### config.mk
export PLATFORM = sky130hd
export DESIGN_NAME = blackbox_delta_decoder
export DESIGN_NICKNAME = d
export VERILOG_FILES = /design/src/rtl/blackbox_delta_pkg.sv /design/src/rtl/blackbox_delta_fifo.sv /design/src/rtl/blackbox_delta_decoder.sv
export SDC_FILE = /design/constraint.sdc
export NUM_CORES = 1
export LEC_CHECK = 0
export BUFFER_PORTS_ARGS = -buffer_cell sky130_fd_sc_hd__buf_2
export CAP_MARGIN = 30
export CORE_MARGIN = 1
export CORE_UTILIZATION = 62
export CTS_BUF_LIST = sky130_fd_sc_hd__clkbuf_2 sky130_fd_sc_hd__clkbuf_4 sky130_fd_sc_hd__clkbuf_8
export CTS_CLUSTER_SIZE = 30
export DETAILED_ROUTE_END_ITERATION = 7
export GPL_ROUTABILITY_DRIVEN = 0
export GPL_TIMING_DRIVEN = 0
export PLACE_DENSITY = 0.82
export SLEW_MARGIN = 15
export SYNTH_ARGS = -nofsm -noshare
export SYNTH_HDL_FRONTEND = slang
export SYNTH_SLANG_ARGS = --single-unit
### constraint.sdc
create_clock -name io_clockPin -period 2.47 [get_ports io_clockPin]
set_clock_uncertainty 0.1 [all_clocks]
set_input_delay 0.3705 -clock io_clockPin [delete_from_list [all_inputs] [get_ports io_clockPin]]
set_output_delay 0.3705 -clock io_clockPin [all_outputs]
set_load 0.05 [all_outputs]
### src/rtl/blackbox_delta_pkg.sv
// Shared definitions for the blackbox delta decoder slice.
// Latency: none (types and constants only).
// Backpressure: not applicable.
// Contents: decState_t (IDLE/RUN/STALL) and defaultDepth, the default output buffer depth.
package blackbox_delta_pkg;

    typedef enum logic [1:0] {
        IDLE  = 2'd0,   // no sample since reset or clear; history is zero
        RUN   = 2'd1,   // history valid, buffer has room
        STALL = 2'd2    // buffer full, input held off
    } decState_t;

    localparam int defaultDepth = 4;

endpackage

### src/rtl/blackbox_delta_fifo.sv
// Generic show-ahead FIFO whose head word and valid flag sit in flops.
// Latency: a word pushed into an empty FIFO appears on io_rdData the next cycle.
// Backpressure: io_full blocks pushes; a push while full is dropped, and a pop on the same cycle does not make room for it.
// Ports: io_clockPin/io_resetPin (async active-high), io_push/io_wrData write side,
//        io_pop/io_rdValid/io_rdData read side, io_full current status, io_fullNext status after this edge.
module blackbox_delta_fifo #(
    parameter int width = 12,
    parameter int depth = 4
) (
    input  logic             io_clockPin,
    input  logic             io_resetPin,
    input  logic             io_push,
    input  logic [width-1:0] io_wrData,
    input  logic             io_pop,
    output logic             io_full,
    output logic             io_fullNext,
    output logic             io_rdValid,
    output logic [width-1:0] io_rdData
);

    localparam int ptrW = $clog2(depth);
    localparam int cntW = $clog2(depth + 1);

    if (depth < 2 || (depth & (depth - 1)) != 0) begin : gBadDepth
        $error("blackbox_delta_fifo: depth must be a power of two >= 2");
    end

    logic [width-1:0] mem [depth];
    logic [ptrW-1:0]  wrPtr;
    logic [ptrW-1:0]  rdPtr;
    logic [ptrW-1:0]  rdPtrPlus1;
    logic [cntW-1:0]  count;
    logic [cntW-1:0]  countNext;
    logic             doPush;
    logic             doPop;

    assign io_full     = (count == cntW'(depth));
    assign doPush      = io_push && !io_full;
    assign doPop       = io_pop && (count != '0);
    assign rdPtrPlus1  = rdPtr + 1'b1;
    assign io_fullNext = (countNext == cntW'(depth));

    always_comb begin
        countNext = count;
        if (doPush && !doPop) begin
            countNext = count + 1'b1;
        end else if (doPop && !doPush) begin
            countNext = count - 1'b1;
        end
    end

    // Storage needs no reset: only entries between rdPtr and wrPtr are ever read.
    always_ff @(posedge io_clockPin) begin
        if (doPush) begin
            mem[wrPtr] <= io_wrData;
        end
    end

    always_ff @(posedge io_clockPin or posedge io_resetPin) begin
        if (io_resetPin) begin
            wrPtr      <= '0;
            rdPtr      <= '0;
            count      <= '0;
            io_rdValid <= 1'b0;
            io_rdData  <= '0;
        end else begin
            count      <= countNext;
            io_rdValid <= (countNext != '0);
            if (doPush) begin
                wrPtr <= wrPtr + 1'b1;
            end
            if (doPop) begin
                rdPtr <= rdPtrPlus1;
            end
            // Head register: refill from the next stored entry, or take the
            // incoming word directly when it becomes the only entry.
            if (doPop) begin
                if (count > cntW'(1)) begin
                    io_rdData <= mem[rdPtrPlus1];
                end else if (doPush) begin
                    io_rdData <= io_wrData;
                end
            end else if (count == '0 && doPush) begin
                io_rdData <= io_wrData;
            end
        end
    end

endmodule

### src/rtl/blackbox_delta_decoder.sv
// Recovers per-sample increments from two running-sum lanes and buffers the delta pairs.
// Latency: a pair accepted at cycle N is on io_deltaA/B at cycle N+1 when the buffer was empty.
// Backpressure: io_inReady drops while the buffer is full; outputs hold while io_outValid && !io_outReady.
// Ports: io_clockPin, io_resetPin (async active-high), io_clear (sync re-base of history),
//        io_inValid/io_inReady/io_sumA/io_sumB input handshake, io_outValid/io_outReady/io_deltaA/io_deltaB
//        output handshake, io_state decoder state; io_errCount only when BLACKBOX_DELTA_CHECK_EN is defined.
module blackbox_delta_decoder
    import blackbox_delta_pkg::*;
#(
    parameter int aWidth    = 8,
    parameter int bWidth    = 4,
    parameter int depth     = defaultDepth,
    parameter int aMaxDelta = 2**aWidth - 1,
    parameter int bMaxDelta = 2**bWidth - 1
) (
    input  logic              io_clockPin,
    input  logic              io_resetPin,
    input  logic              io_clear,
    input  logic              io_inValid,
    output logic              io_inReady,
    input  logic [aWidth-1:0] io_sumA,
    input  logic [bWidth-1:0] io_sumB,
    output logic              io_outValid,
    input  logic              io_outReady,
    output logic [aWidth-1:0] io_deltaA,
    output logic [bWidth-1:0] io_deltaB,
`ifdef BLACKBOX_DELTA_CHECK_EN
    output logic [7:0]        io_errCount,
`endif
    output logic [1:0]        io_state
);

    if (aMaxDelta < 0 || aMaxDelta > 2**aWidth - 1 ||
        bMaxDelta < 0 || bMaxDelta > 2**bWidth - 1) begin : gBadMaxDelta
        $error("blackbox_delta_decoder: max delta outside lane range");
    end

    typedef struct packed {
        logic [aWidth-1:0] a;
        logic [bWidth-1:0] b;
    } deltaPair_t;

    decState_t   stateQ;
    decState_t   stateD;
    deltaPair_t  wrPair;
    deltaPair_t  rdPair;
    logic [aWidth-1:0] prevA;
    logic [bWidth-1:0] prevB;
    logic [aWidth-1:0] baseA;
    logic [bWidth-1:0] baseB;
    logic        fifoFull;
    logic        fifoFullNext;
    logic        accept;
    logic        pop;

    assign io_inReady = !fifoFull;
    assign accept     = io_inValid && !fifoFull;
    assign pop        = io_outValid && io_outReady;

    // A clear on the same cycle as a sample re-bases that sample against zero.
    assign baseA    = io_clear ? '0 : prevA;
    assign baseB    = io_clear ? '0 : prevB;
    assign wrPair.a = io_sumA - baseA;
    assign wrPair.b = io_sumB - baseB;

    always_ff @(posedge io_clockPin or posedge io_resetPin) begin
        if (io_resetPin) begin
            prevA <= '0;
            prevB <= '0;
        end else if (accept) begin
            prevA <= io_sumA;
            prevB <= io_sumB;
        end else if (io_clear) begin
            prevA <= '0;
            prevB <= '0;
        end
    end

    blackbox_delta_fifo #(
        .width(aWidth + bWidth),
        .depth(depth)
    ) uFifo (
        .io_clockPin(io_clockPin),
        .io_resetPin(io_resetPin),
        .io_push    (accept),
        .io_wrData  (wrPair),
        .io_pop     (pop),
        .io_full    (fifoFull),
        .io_fullNext(fifoFullNext),
        .io_rdValid (io_outValid),
        .io_rdData  (rdPair)
    );

    assign io_deltaA = rdPair.a;
    assign io_deltaB = rdPair.b;

    always_ff @(posedge io_clockPin or posedge io_resetPin) begin
        if (io_resetPin) begin
            stateQ <= IDLE;
        end else begin
            stateQ <= stateD;
        end
    end

    // IDLE persists (even across pops) until a sample is accepted; once
    // history is valid the state simply tracks whether the buffer is full.
    always_comb begin
        stateD = stateQ;
        if (io_clear && !accept) begin
            stateD = IDLE;
        end else if (accept || stateQ != IDLE) begin
            stateD = fifoFullNext ? STALL : RUN;
        end
    end

    always_comb begin
        io_state = stateQ;
    end

`ifdef BLACKBOX_DELTA_CHECK_EN
    localparam logic [aWidth:0] aMaxLim = (aWidth + 1)'(aMaxDelta);
    localparam logic [bWidth:0] bMaxLim = (bWidth + 1)'(bMaxDelta);

    logic overLimit;
    assign overLimit = ({1'b0, wrPair.a} > aMaxLim) || ({1'b0, wrPair.b} > bMaxLim);

    always_ff @(posedge io_clockPin or posedge io_resetPin) begin
        if (io_resetPin) begin
            io_errCount <= '0;
        end else if (accept && overLimit && io_errCount != 8'hFF) begin
            io_errCount <= io_errCount + 1'b1;
        end
    end
`endif

endmodule
Yosys cells after proc, flatten, opt, wreduce, memory -nomap -nowiden
Memories as Yosys holds them, arrays and structs flattened.
Index checks and enable logic that the tools add are counted.
{"block": "totals", "output_inout_bits": 16, "word_cells": 54, "memories": 1, "latch_bits": 0, "rom_bits": 0, "mem_bits_rw": 48, "ff_bits": 34}
{"block": "classes", "n_eq_ne": 3, "magnitude_cmp": 1, "n_div": 0, "reduce_logical": 20, "multipliers": 0, "addsub": 6, "n_bitwise": 0, "shifts": 0, "n_mux": 15}
{"memory": "uFifo.mem", "depth": 4, "word_bits": 12, "rd": 1, "rd_clocked_by_memory_dff": 0, "write_ports": 1, "line": "blackbox_delta_fifo.sv:28", "rtl": "logic [width-1:0] mem [depth];"}
{"operator": "$mux W12", "count": 4}
{"operator": "$mux W8", "count": 2}
{"operator": "$logic_and A1 B1 Y1", "count": 8}
{"operator": "$mux W4", "count": 2}
{"operator": "$sub A8 B8 Y8", "count": 1}
{"operator": "$eq A3 B3 Y1 const B", "count": 2}
{"operator": "$mux W2", "count": 3}
{"operator": "$mux W3", "count": 2}
{"operator": "$reduce_bool A2 Y1", "count": 3}
{"operator": "$reduce_bool A3 Y1", "count": 2}
{"operator": "$add A2 B1 Y2 const B", "count": 2}
{"operator": "$logic_not A1 Y1", "count": 4}
{"operator": "$sub A4 B4 Y4", "count": 1}
{"operator": "$add A3 B1 Y3 const B", "count": 1}
{"operator": "$gt A3 B1 Y1 const B", "count": 1}
{"operator": "$logic_not A3 Y1", "count": 1}
{"operator": "$ne A3 B2 Y1 const B", "count": 1}
{"operator": "$sub A3 B1 Y3 const B", "count": 1}
{"operator": "$mux W1", "count": 2}
{"operator": "$reduce_and A2 Y1", "count": 1}
{"operator": "$logic_or A1 B1 Y1", "count": 1}

Depth between registers and ports, before layout
Gate-level depths: netlist of run 1.
{"block": "logic_depth", "ltp_word": 12, "mapped_depth": 9, "mapped_depth_nobuf": 9}

By module
From an unflattened synthesis of run 1, not the netlist that was laid out.
{"block": "hier_totals", "hier_cells": 280, "hier_area_um2": 4025.1}
{"module": "blackbox_delta_fifo", "seq_area_each_um2": 1941.9, "instances": 1, "area_per_inst_um2": 3014.1, "cells_per_inst": 167}
{"module": "blackbox_delta_decoder", "seq_area_each_um2": 350.3, "instances": 1, "area_per_inst_um2": 1011.0, "cells_per_inst": 113}

Worst setup path after synthesis of run 1
No wires, ideal clock.
{"block": "synth_timing", "path_kind": "input to register", "start": "input io_clear", "end": "memory uFifo.mem[0][10], data pin", "arrival_ns": 1.803, "path_slack_ns": 0.304, "setup_ns": 0.263, "cell_stages": 7, "t_required_ns": 2.107, "cell_sequence": "clkbuf_1 nand2b_1 fa_1 a211oi_1 o21ai_0 a21o_1 and2_1"}
{"block": "synth_between", "elab_chain_cells": 2}
{"item": "from (decl)", "line": "blackbox_delta_decoder.sv:18", "rtl": "input logic io_clear,"}
{"item": "$mux W8"}
{"item": "$sub A8 B8 Y8", "line": "blackbox_delta_decoder.sv:63", "rtl": "assign wrPair.a = io_sumA - baseA;"}
{"item": "named net uFifo.io_wrData[10]", "line": "blackbox_delta_fifo.sv:13", "rtl": "input logic [width-1:0] io_wrData,"}
{"item": "to (decl)", "line": "blackbox_delta_fifo.sv:28"}
The timed path passes the listed nets, and every way through them passes these cells.

Final worst setup path of run 1
{"block": "layout_timing", "start": "register prevA[0]", "end": "memory uFifo.mem[2][10], data pin"}
{"block": "layout_between", "elab_chain_cells": 2}
{"item": "from (decl)", "line": "blackbox_delta_decoder.sv:47", "rtl": "logic [aWidth-1:0] prevA;"}
{"item": "from (signal assigned)", "line": "blackbox_delta_decoder.sv:71", "rtl": "prevA <= io_sumA;"}
{"item": "$mux W8"}
{"item": "$sub A8 B8 Y8", "line": "blackbox_delta_decoder.sv:63"}
{"item": "named net uFifo.io_wrData[10]", "line": "blackbox_delta_fifo.sv:13"}
The timed path passes the listed nets, and every way through them passes these cells.

==> impl_metrics.env, run 1 <==
export IMPL_dieArea_um2=6610
export IMPL_drc_errors=0
export IMPL_min_period_over_period_pct=93.4
export IMPL_clock_tree_buffer_depth=2
export IMPL_crit_required_ps=2460
export IMPL_r2r_worst_path_cells=8
export IMPL_cts_buffers=9
export IMPL_setup_reg_to_reg_worst_slack_ps=160
export IMPL_synth_compound_area_share_pct=9.50
export IMPL_yosysUniqueCellTypes=46
export IMPL_drt_wirelength_per_cell_um=18.5
export IMPL_status="finished clean"
export IMPL_timing_worst_slew_pin_value_ps=735
export IMPL_nNetsFinal=368
export IMPL_synth_warning_count=0
export IMPL_timing_fmax_ghz=0.434
export IMPL_grt_start_max_net_pins=19
export IMPL_max_slew_margin_rel_pct=51.0
export IMPL_post_synth_fa_ha_maj_area_fraction_pct=6.81
export IMPL_fin_hold_ws_ps=151
export IMPL_commonest_cells_in_the_synthesized_netlist="48 x sky130_fd_sc_hd__edfxtp_1, 34 x sky130_fd_sc_hd__dfrtp_1, 29 x sky130_fd_sc_hd__nand2_1"
export IMPL_leakage_nw=1.81
export IMPL_synth_most_common_cell="sky130_fd_sc_hd__edfxtp_1"
export IMPL_cts_htree_levels=3
export IMPL_boundaryPins=33
export IMPL_synth_top_cell_area_share_pct=37.0
export IMPL_largest_family_of_logic_cells_by_synthesized_area="compound AO/OA/AOI/OAI gates"
export IMPL_power_internal_mw=3.35
export IMPL_dieWidth_um=81.3
export IMPL_vias_in_the_first_global_route=2401
export IMPL_crit_path_start_kind="flip-flop"
export IMPL_rsz0062_at_grt="false"
export IMPL_finalSetupTns_ps=0
export IMPL_tritoncts="yes"
export IMPL_core_area_um2=5990
export IMPL_power_switching_mw=2.07
export IMPL_detail_route_wirelength_um=7590
export IMPL_synth_cells=286
export IMPL_power_share_clock_pct=20.0
export IMPL_cts_post_setup_buffers_inserted=0
export IMPL_grt_pass1_wl_um=11900
export IMPL_synth_enable_flop_cells=48
export IMPL_min_period_ps=2310
export IMPL_dp_hpwl_um=5160
export IMPL_crit_arrival_ps=2300
export IMPL_track_usage_pct=26.1
export IMPL_pwr_share_comb_pct=40.5
export IMPL_powerDensity_nw_per_um2=1220
export IMPL_r2r_end="uFifo.mem[2][10]$_DFFE_PP_"
export IMPL_endpoint="uFifo.mem[2][10]$_DFFE_PP_"
export IMPL_criticalPathCategory="flip-flop to flip-flop"
export IMPL_detail_route_iter0_violations=187
export IMPL_synth_mux_area_share_pct=9.34
export IMPL_antennaDiodeCount=0
export IMPL_power_mw=5.41
export IMPL_cap_violations=0
export IMPL_vias=2400
export IMPL_synth_ff_latch_count=82
export IMPL_start_util_pct=65.1
export IMPL_worst_skew_late_latency_ps=350
export IMPL_critPathCaptureType="flip-flop"
export IMPL_mappedNetlistArea_um2=3900
export IMPL_placedCellCount=394
export IMPL_irDropWorstVdd_mv=0.870
export IMPL_clk_pin_slew_worst_paths_ps=80
export IMPL_synth_seq_area_share_pct=58.8
export IMPL_final_hold_violation_count=0
export IMPL_initial_antenna_violation_count=0
export IMPL_asyncSetResetFlopFracSynth_pct=41.5
export IMPL_setup_violations=0
export IMPL_timing_critical_path_fanout_max=4
export IMPL_post_synth_and_or_nand_nor_area_fraction_pct=9.09
export IMPL_place_port_buffers=32
export IMPL_yosys_most_used_dff="sky130_fd_sc_hd__edfxtp_1"
export IMPL_avg_synthesized_cell_area_um2=13.6
export IMPL_fp_dieH_um=81.3
export IMPL_rows=28
export IMPL_synth_top_cells_by_area="sky130_fd_sc_hd__edfxtp_1 37%, sky130_fd_sc_hd__dfrtp_1 22%, sky130_fd_sc_hd__mux4_2 6.9%, sky130_fd_sc_hd__ha_1 5.8%, sky130_fd_sc_hd__nand2_1 2.8%"
export IMPL_final_number_of_max_transition_violations=0
export IMPL_layoutNonFillerInstCount=411
export IMPL_regToRegStartpoint="prevA[0]$_DFF_PP0_"
export IMPL_drive_gt1_share_pct=25.6
export IMPL_vias_per_cell=5.84
export IMPL_seq_power_share_pct=39.4
export IMPL_grt_remaining_overflow=0
export IMPL_drt_antenna_violating_nets=0
export IMPL_critPathLaunch="prevA[0]$_DFF_PP0_"
export IMPL_clkSinkCount=82
export IMPL_synthToLayoutAreaGrowth_pct=13.5
export IMPL_clock_root_buffer="sky130_fd_sc_hd__clkbuf_8"
export IMPL_drt_first_pass_iters=4
export IMPL_netlist_top_cell_by_area="sky130_fd_sc_hd__edfxtp_1"
export IMPL_worst_hold_path_type="input pin to flip-flop"
export IMPL_sw_frac_of_total_pct=38.2
export IMPL_synth_xor_area_share_pct=3.56
export IMPL_syn_num_nets=323
-- per-stage QoR --
stage / setup slack, ps / instance area (µm²) / utilization [%]
4_1_cts: 0.527 / 4420 / 73.7
5_1_grt: 1.52 / 4420 / 73.8
6_report: 164 / 4420 / 73.8
2_1_floorplan: 304 / 3900 / -
3_5_place_dp: -217 / 4180 / 69.8
3_3_place_gp: -166 / 4150 / 69.3
-- timing repair --
item | CTS | global route
endpoints found under the setup margin | 11 | 36
hold buffers | 1 | 0
endpoints found under the hold margin | 16 | 0
resized for setup | 1 | 3
-- state kept, by name, indices dropped and copies added (netlist names) --
register	cells
io_state	2
uFifo.io_rdValid	1
uFifo.mem	48
prevA	8
prevB	4
uFifo.wrPtr	2
uFifo.rdPtr	2
uFifo.io_rdData	12
uFifo.count	3
-- worst max-delay path, stage by stage, from the launching register on --
cell and delay (ps):
sky130_fd_sc_hd__dfrtp_1 320, sky130_fd_sc_hd__nor2b_1 170, sky130_fd_sc_hd__ha_1 190, sky130_fd_sc_hd__inv_1 50
sky130_fd_sc_hd__fa_1 410, sky130_fd_sc_hd__a211oi_1 240, sky130_fd_sc_hd__o21ai_0 180, sky130_fd_sc_hd__a21o_1 190
sky130_fd_sc_hd__and2_1 190
-- layer usage --
layer  GRT usage, %  vias up  wire length [µm]
met4           16.1        0               204
met3           4.61       15               400
met1           36.0     1187              3400
li1               -     1126                 -
met5              0        -                 0
met2           38.8       72              3580
-- area by class of cell --
class                   count  area (µm²)
inverters                  16        60.1
fillers                   401        1570
well taps                  75        93.8
clock buffers              11         151
repair buffers             34         198
plain buffers              10        52.6
clock inverters             5        76.3
flip-flops and latches     82        2290
multi-input cells         178        1500
-- kinds of logic (layout without fill, tap and decap cells) --
family	after synthesis	count (layout)
compound gates	54	54
simple gates	68	68
mux	21	21
xor+xnor	15	15
buf+inv	26	76
fa+ha+maj	20	20
flops	82	82
-- worst min path at each step --
stage	cells after the start	end	slack, ps	startpoint
6_report	3	prevA[3]$_DFF_PP0_	150	io_sumA[3]
3_5_place_dp	2	uFifo.wrPtr[0]$_DFFE_PP0P_	290	io_resetPin
4_1_cts	3	prevA[3]$_DFF_PP0_	140	io_sumA[3]
3_3_place_gp	2	uFifo.io_rdData[2]$_DFFE_PP0P_	430	uFifo.io_rdData[2]$_DFFE_PP0P_
2_1_floorplan	2	prevA[1]$_DFF_PP0_	390	io_sumA[1]
5_1_grt	3	prevA[4]$_DFF_PP0_	160	io_sumA[4]
-- cells in the final DEF (no fill, tap or decap), types with 2 or more instances in the layout --
cell / instances
sky130_fd_sc_hd__dfrtp_1: 34
sky130_fd_sc_hd__ha_1: 18
sky130_fd_sc_hd__nor2_1: 7
sky130_fd_sc_hd__xor2_1: 5
sky130_fd_sc_hd__nand3_1: 2
sky130_fd_sc_hd__and2_2: 4
sky130_fd_sc_hd__fa_1: 2
sky130_fd_sc_hd__o21ai_0: 13
sky130_fd_sc_hd__xnor2_1: 9
sky130_fd_sc_hd__clkbuf_1: 2
sky130_fd_sc_hd__a211oi_1: 4
sky130_fd_sc_hd__o21a_1: 2
sky130_fd_sc_hd__bufinv_16: 2
sky130_fd_sc_hd__mux2_2: 3
sky130_fd_sc_hd__a21o_1: 5
sky130_fd_sc_hd__o21ai_1: 9
sky130_fd_sc_hd__buf_4: 2
sky130_fd_sc_hd__mux4_2: 12
sky130_fd_sc_hd__nor2b_1: 3
sky130_fd_sc_hd__and2_1: 3
sky130_fd_sc_hd__clkbuf_8: 11
sky130_fd_sc_hd__o221ai_1: 3
sky130_fd_sc_hd__buf_2: 38
sky130_fd_sc_hd__inv_1: 15
sky130_fd_sc_hd__a21oi_1: 5
sky130_fd_sc_hd__mux2i_1: 6
sky130_fd_sc_hd__nand2b_1: 12
sky130_fd_sc_hd__edfxtp_1: 48
sky130_fd_sc_hd__o211ai_1: 3
sky130_fd_sc_hd__nand2_1: 29
-- power groups by stage --
stage / sequential, mW / clock (mW) / combinational [mW]
floorplan: 2.53 / 0 / 1.29
global placement: 2.14 / 0 / 2.13
detailed placement: 2.16 / 0 / 2.20
CTS: 2.14 / 1.10 / 2.21
global route: 2.17 / 1.14 / 2.38
finish: 2.13 / 1.08 / 2.20
(Power assumes the default switching activity.)
==> run 2, diff against run 1 <==
--- a/config.mk
+++ b/config.mk
@@ -14,7 +14,7 @@
 export DETAILED_ROUTE_END_ITERATION = 7
 export GPL_ROUTABILITY_DRIVEN = 0
 export GPL_TIMING_DRIVEN = 0
-export PLACE_DENSITY = 0.82
+export PLACE_DENSITY = 0.81
 export SLEW_MARGIN = 15
 export SYNTH_ARGS = -nofsm -noshare
 export SYNTH_HDL_FRONTEND = slang
==> run 2 against run 1 <==
Compared with the run above:
- flip-flop and latch count stayed put
- final cell count stayed put
- clock power hardly changed
- global-route usage is 1.4 points lower
- combinational power hardly changed
- sequential share of layout area is 0.12 points higher
- wire length is 4.2% lower
- critical path type is now input pin to flip-flop
- largest cell class unchanged
==> impl_metrics.env, run 2 (synthesis gave the netlist of run 1 again) <==
export IMPL_drive_gt1_share_pct=25.9
export IMPL_crit_arrival_ps=2260
export IMPL_cts_htree_levels=3
export IMPL_r2r_worst_path_cells=7
export IMPL_sw_frac_of_total_pct=37.8
export IMPL_drt_first_pass_iters=4
export IMPL_crit_path_start_kind="input pin"
export IMPL_nNetsFinal=368
export IMPL_min_period_over_period_pct=93.0
export IMPL_timing_critical_path_cells="buf_2 -> clkbuf_2 -> nand2b_1 -> ha_1 -> o211ai_1 -> a21oi_1 -> a211oi_1 -> xor2_1 -> inv_1"
export IMPL_rsz0062_at_grt="false"
export IMPL_dieArea_um2=6610
export IMPL_clk_pin_slew_worst_paths_ps=80
export IMPL_power_internal_mw=3.36
export IMPL_crit_required_ps=2430
export IMPL_core_area_um2=5990
export IMPL_power_mw=5.40
export IMPL_max_flop_register="uFifo.mem"
export IMPL_detail_route_wirelength_um=7270
export IMPL_critical_path_slowest_cell="sky130_fd_sc_hd__ha_1"
export IMPL_placed_area_um2=4170
export IMPL_layout_core_utilization_pct=73.6
export IMPL_max_slew_margin_rel_pct=55.6
export IMPL_vias=2325
export IMPL_power_switching_mw=2.04
export IMPL_worst_hold_path_type="input pin to flip-flop"
export IMPL_vias_per_cell=5.66
export IMPL_irDropWorstVdd_mv=0.764
export IMPL_grt_remaining_overflow=0
export IMPL_worstHoldStart="io_sumA[2]"
export IMPL_setup_reg_to_reg_worst_slack_ps=190
export IMPL_largest_register_ffs=48
export IMPL_mostFrequentLayoutCell="sky130_fd_sc_hd__edfxtp_1"
export IMPL_powerDensity_nw_per_um2=1220
export IMPL_pwr_share_comb_pct=40.6
export IMPL_leakage_nw=1.81
export IMPL_detail_route_iter0_violations=141
export IMPL_setup_violations=0
export IMPL_clock_tree_buffer_depth=2
export IMPL_clock_root_buffer="sky130_fd_sc_hd__clkbuf_8"
export IMPL_rows=28
export IMPL_tritoncts="yes"
export IMPL_layout_filler_cells=383
export IMPL_dieWidth_um=81.3
export IMPL_final_number_of_max_transition_violations=0
export IMPL_vias_in_the_first_global_route=2329
export IMPL_fin_hold_ws_ps=168
export IMPL_critPathLaunch="io_clear"
export IMPL_place_port_buffers=32
export IMPL_timing_fmax_ghz=0.435
export IMPL_regToRegStartpoint="uFifo.count[0]$_DFF_PP0_"
export IMPL_final_hold_violation_count=0
export IMPL_r2r_end="uFifo.io_rdData[11]$_DFFE_PP0P_"
export IMPL_endpoint="uFifo.mem[0][9]$_DFFE_PP_"
export IMPL_drt_antenna_violating_nets=0
export IMPL_seq_power_share_pct=39.6
export IMPL_cap_violations=0
export IMPL_initial_antenna_violation_count=0
export IMPL_synthToLayoutAreaGrowth_pct=13.2
export IMPL_largest_registers="uFifo.mem (48), uFifo.io_rdData (12), prevA (8)"
export IMPL_timing_critical_path_fanout_max=10
export IMPL_antennaDiodeCount=0
export IMPL_start_util_pct=65.1
export IMPL_track_usage_pct=24.7
export IMPL_boundaryPins=33
export IMPL_fp_dieH_um=81.3
export IMPL_dp_hpwl_um=5180
export IMPL_grt_pass1_wl_um=11500
export IMPL_timing_worst_slew_pin_value_ps=666
export IMPL_criticalPathCategory="input pin to flip-flop"
export IMPL_status="finished clean"
export IMPL_final_cell_mix="48 x sky130_fd_sc_hd__edfxtp_1, 38 x sky130_fd_sc_hd__buf_2, 34 x sky130_fd_sc_hd__dfrtp_1"
export IMPL_crit_path_max_incr_delay_ps=350
export IMPL_worst_skew_late_latency_ps=330
export IMPL_drc_errors=0
export IMPL_clkSinkCount=82
export IMPL_grt_start_max_net_pins=23
export IMPL_power_share_clock_pct=19.8
export IMPL_drt_wirelength_per_cell_um=17.7
export IMPL_critPathCaptureType="flip-flop"
export IMPL_finished_cell_area_um2=4410
export IMPL_min_period_ps=2300
export IMPL_cts_buffers=9
==> run 2: cell types whose count changed in the layout (fill, tap and decap cells not counted), sizes merged <==
cell      previous run  this run
clkbuf              13        15
clkinv               2         1
clkinvlp             1         0
==> run 2: timing repair <==
item                                    4_1_cts  5_1_grt
resized for setup                             3        3
setup buffers                                 0        0
endpoints found under the hold margin        12        0
endpoints found under the setup margin       25       17
hold buffers                                  1        0
pin swaps                                     0        0
==> run 2: per-layer routing <==
layer  vias up  track usage (%)  part of all wire (%)
li1       1121                -                     -
met1      1135             33.9                    46
met2        64             39.7                    49
met3         5             3.37                   4.2
met4         0             10.5                  0.66
met5         -                0                     0
==> run 2: power by group through the flow <==
stage	clock network (mW)	logic, mW	registers [mW]
5_1_grt	1.13	2.37	2.18
6_report	1.07	2.19	2.14
4_1_cts	1.08	2.20	2.14
2_1_floorplan	0	1.29	2.53
3_5_place_dp	0	2.19	2.17
3_3_place_gp	0	2.12	2.15
==> run 2: worst min path at each step <==
stage | endpoint | slack (ps) | cells past startpoint
global placement | uFifo.io_rdData[5]$_DFFE_PP0P_ | 430 | 2
finish | prevA[2]$_DFF_PP0_ | 170 | 3
CTS | prevA[3]$_DFF_PP0_ | 160 | 3
floorplan | prevA[1]$_DFF_PP0_ | 390 | 2
global route | prevA[0]$_DFF_PP0_ | 170 | 2
detailed placement | uFifo.count[1]$_DFF_PP0_ | 240 | 2
==> run 2: cell type report <==
| cell class | count | area (µm²) | share of cell area [%] |
|---|---|---|---|
| plain buffers | 10 | 53.8 | 1.22 |
| clock buffers | 13 | 160 | 3.63 |
| clock inverters | 3 | 63.8 | 1.45 |
| inverters | 16 | 60.1 | 1.36 |
| multi-input cells | 178 | 1500 | 33.9 |
| flip-flops and latches | 82 | 2290 | 52.0 |
| well taps | 75 | 93.8 | 2.13 |
| repair buffers | 34 | 190 | 4.31 |
==> run 2: worst max-delay path, delay by kind of cell <==
family	cells	cell delay [ps]
AOI/OAI and AO/OA	3	550
buffers and inverters	3	440
adders and majority gates	1	350
xor gates and xnor gates	1	350
and+or+nand+nor	1	190
==> run 2: through the flow <==
step	setup WS, ps	cells	setup TNS, ps
2_1_floorplan	304	286	0
3_5_place_dp	-238	394	-2610
3_3_place_gp	-226	393	-2170
6_report	173	411	0
5_1_grt	61.6	411	0
4_1_cts	6.91	411	0
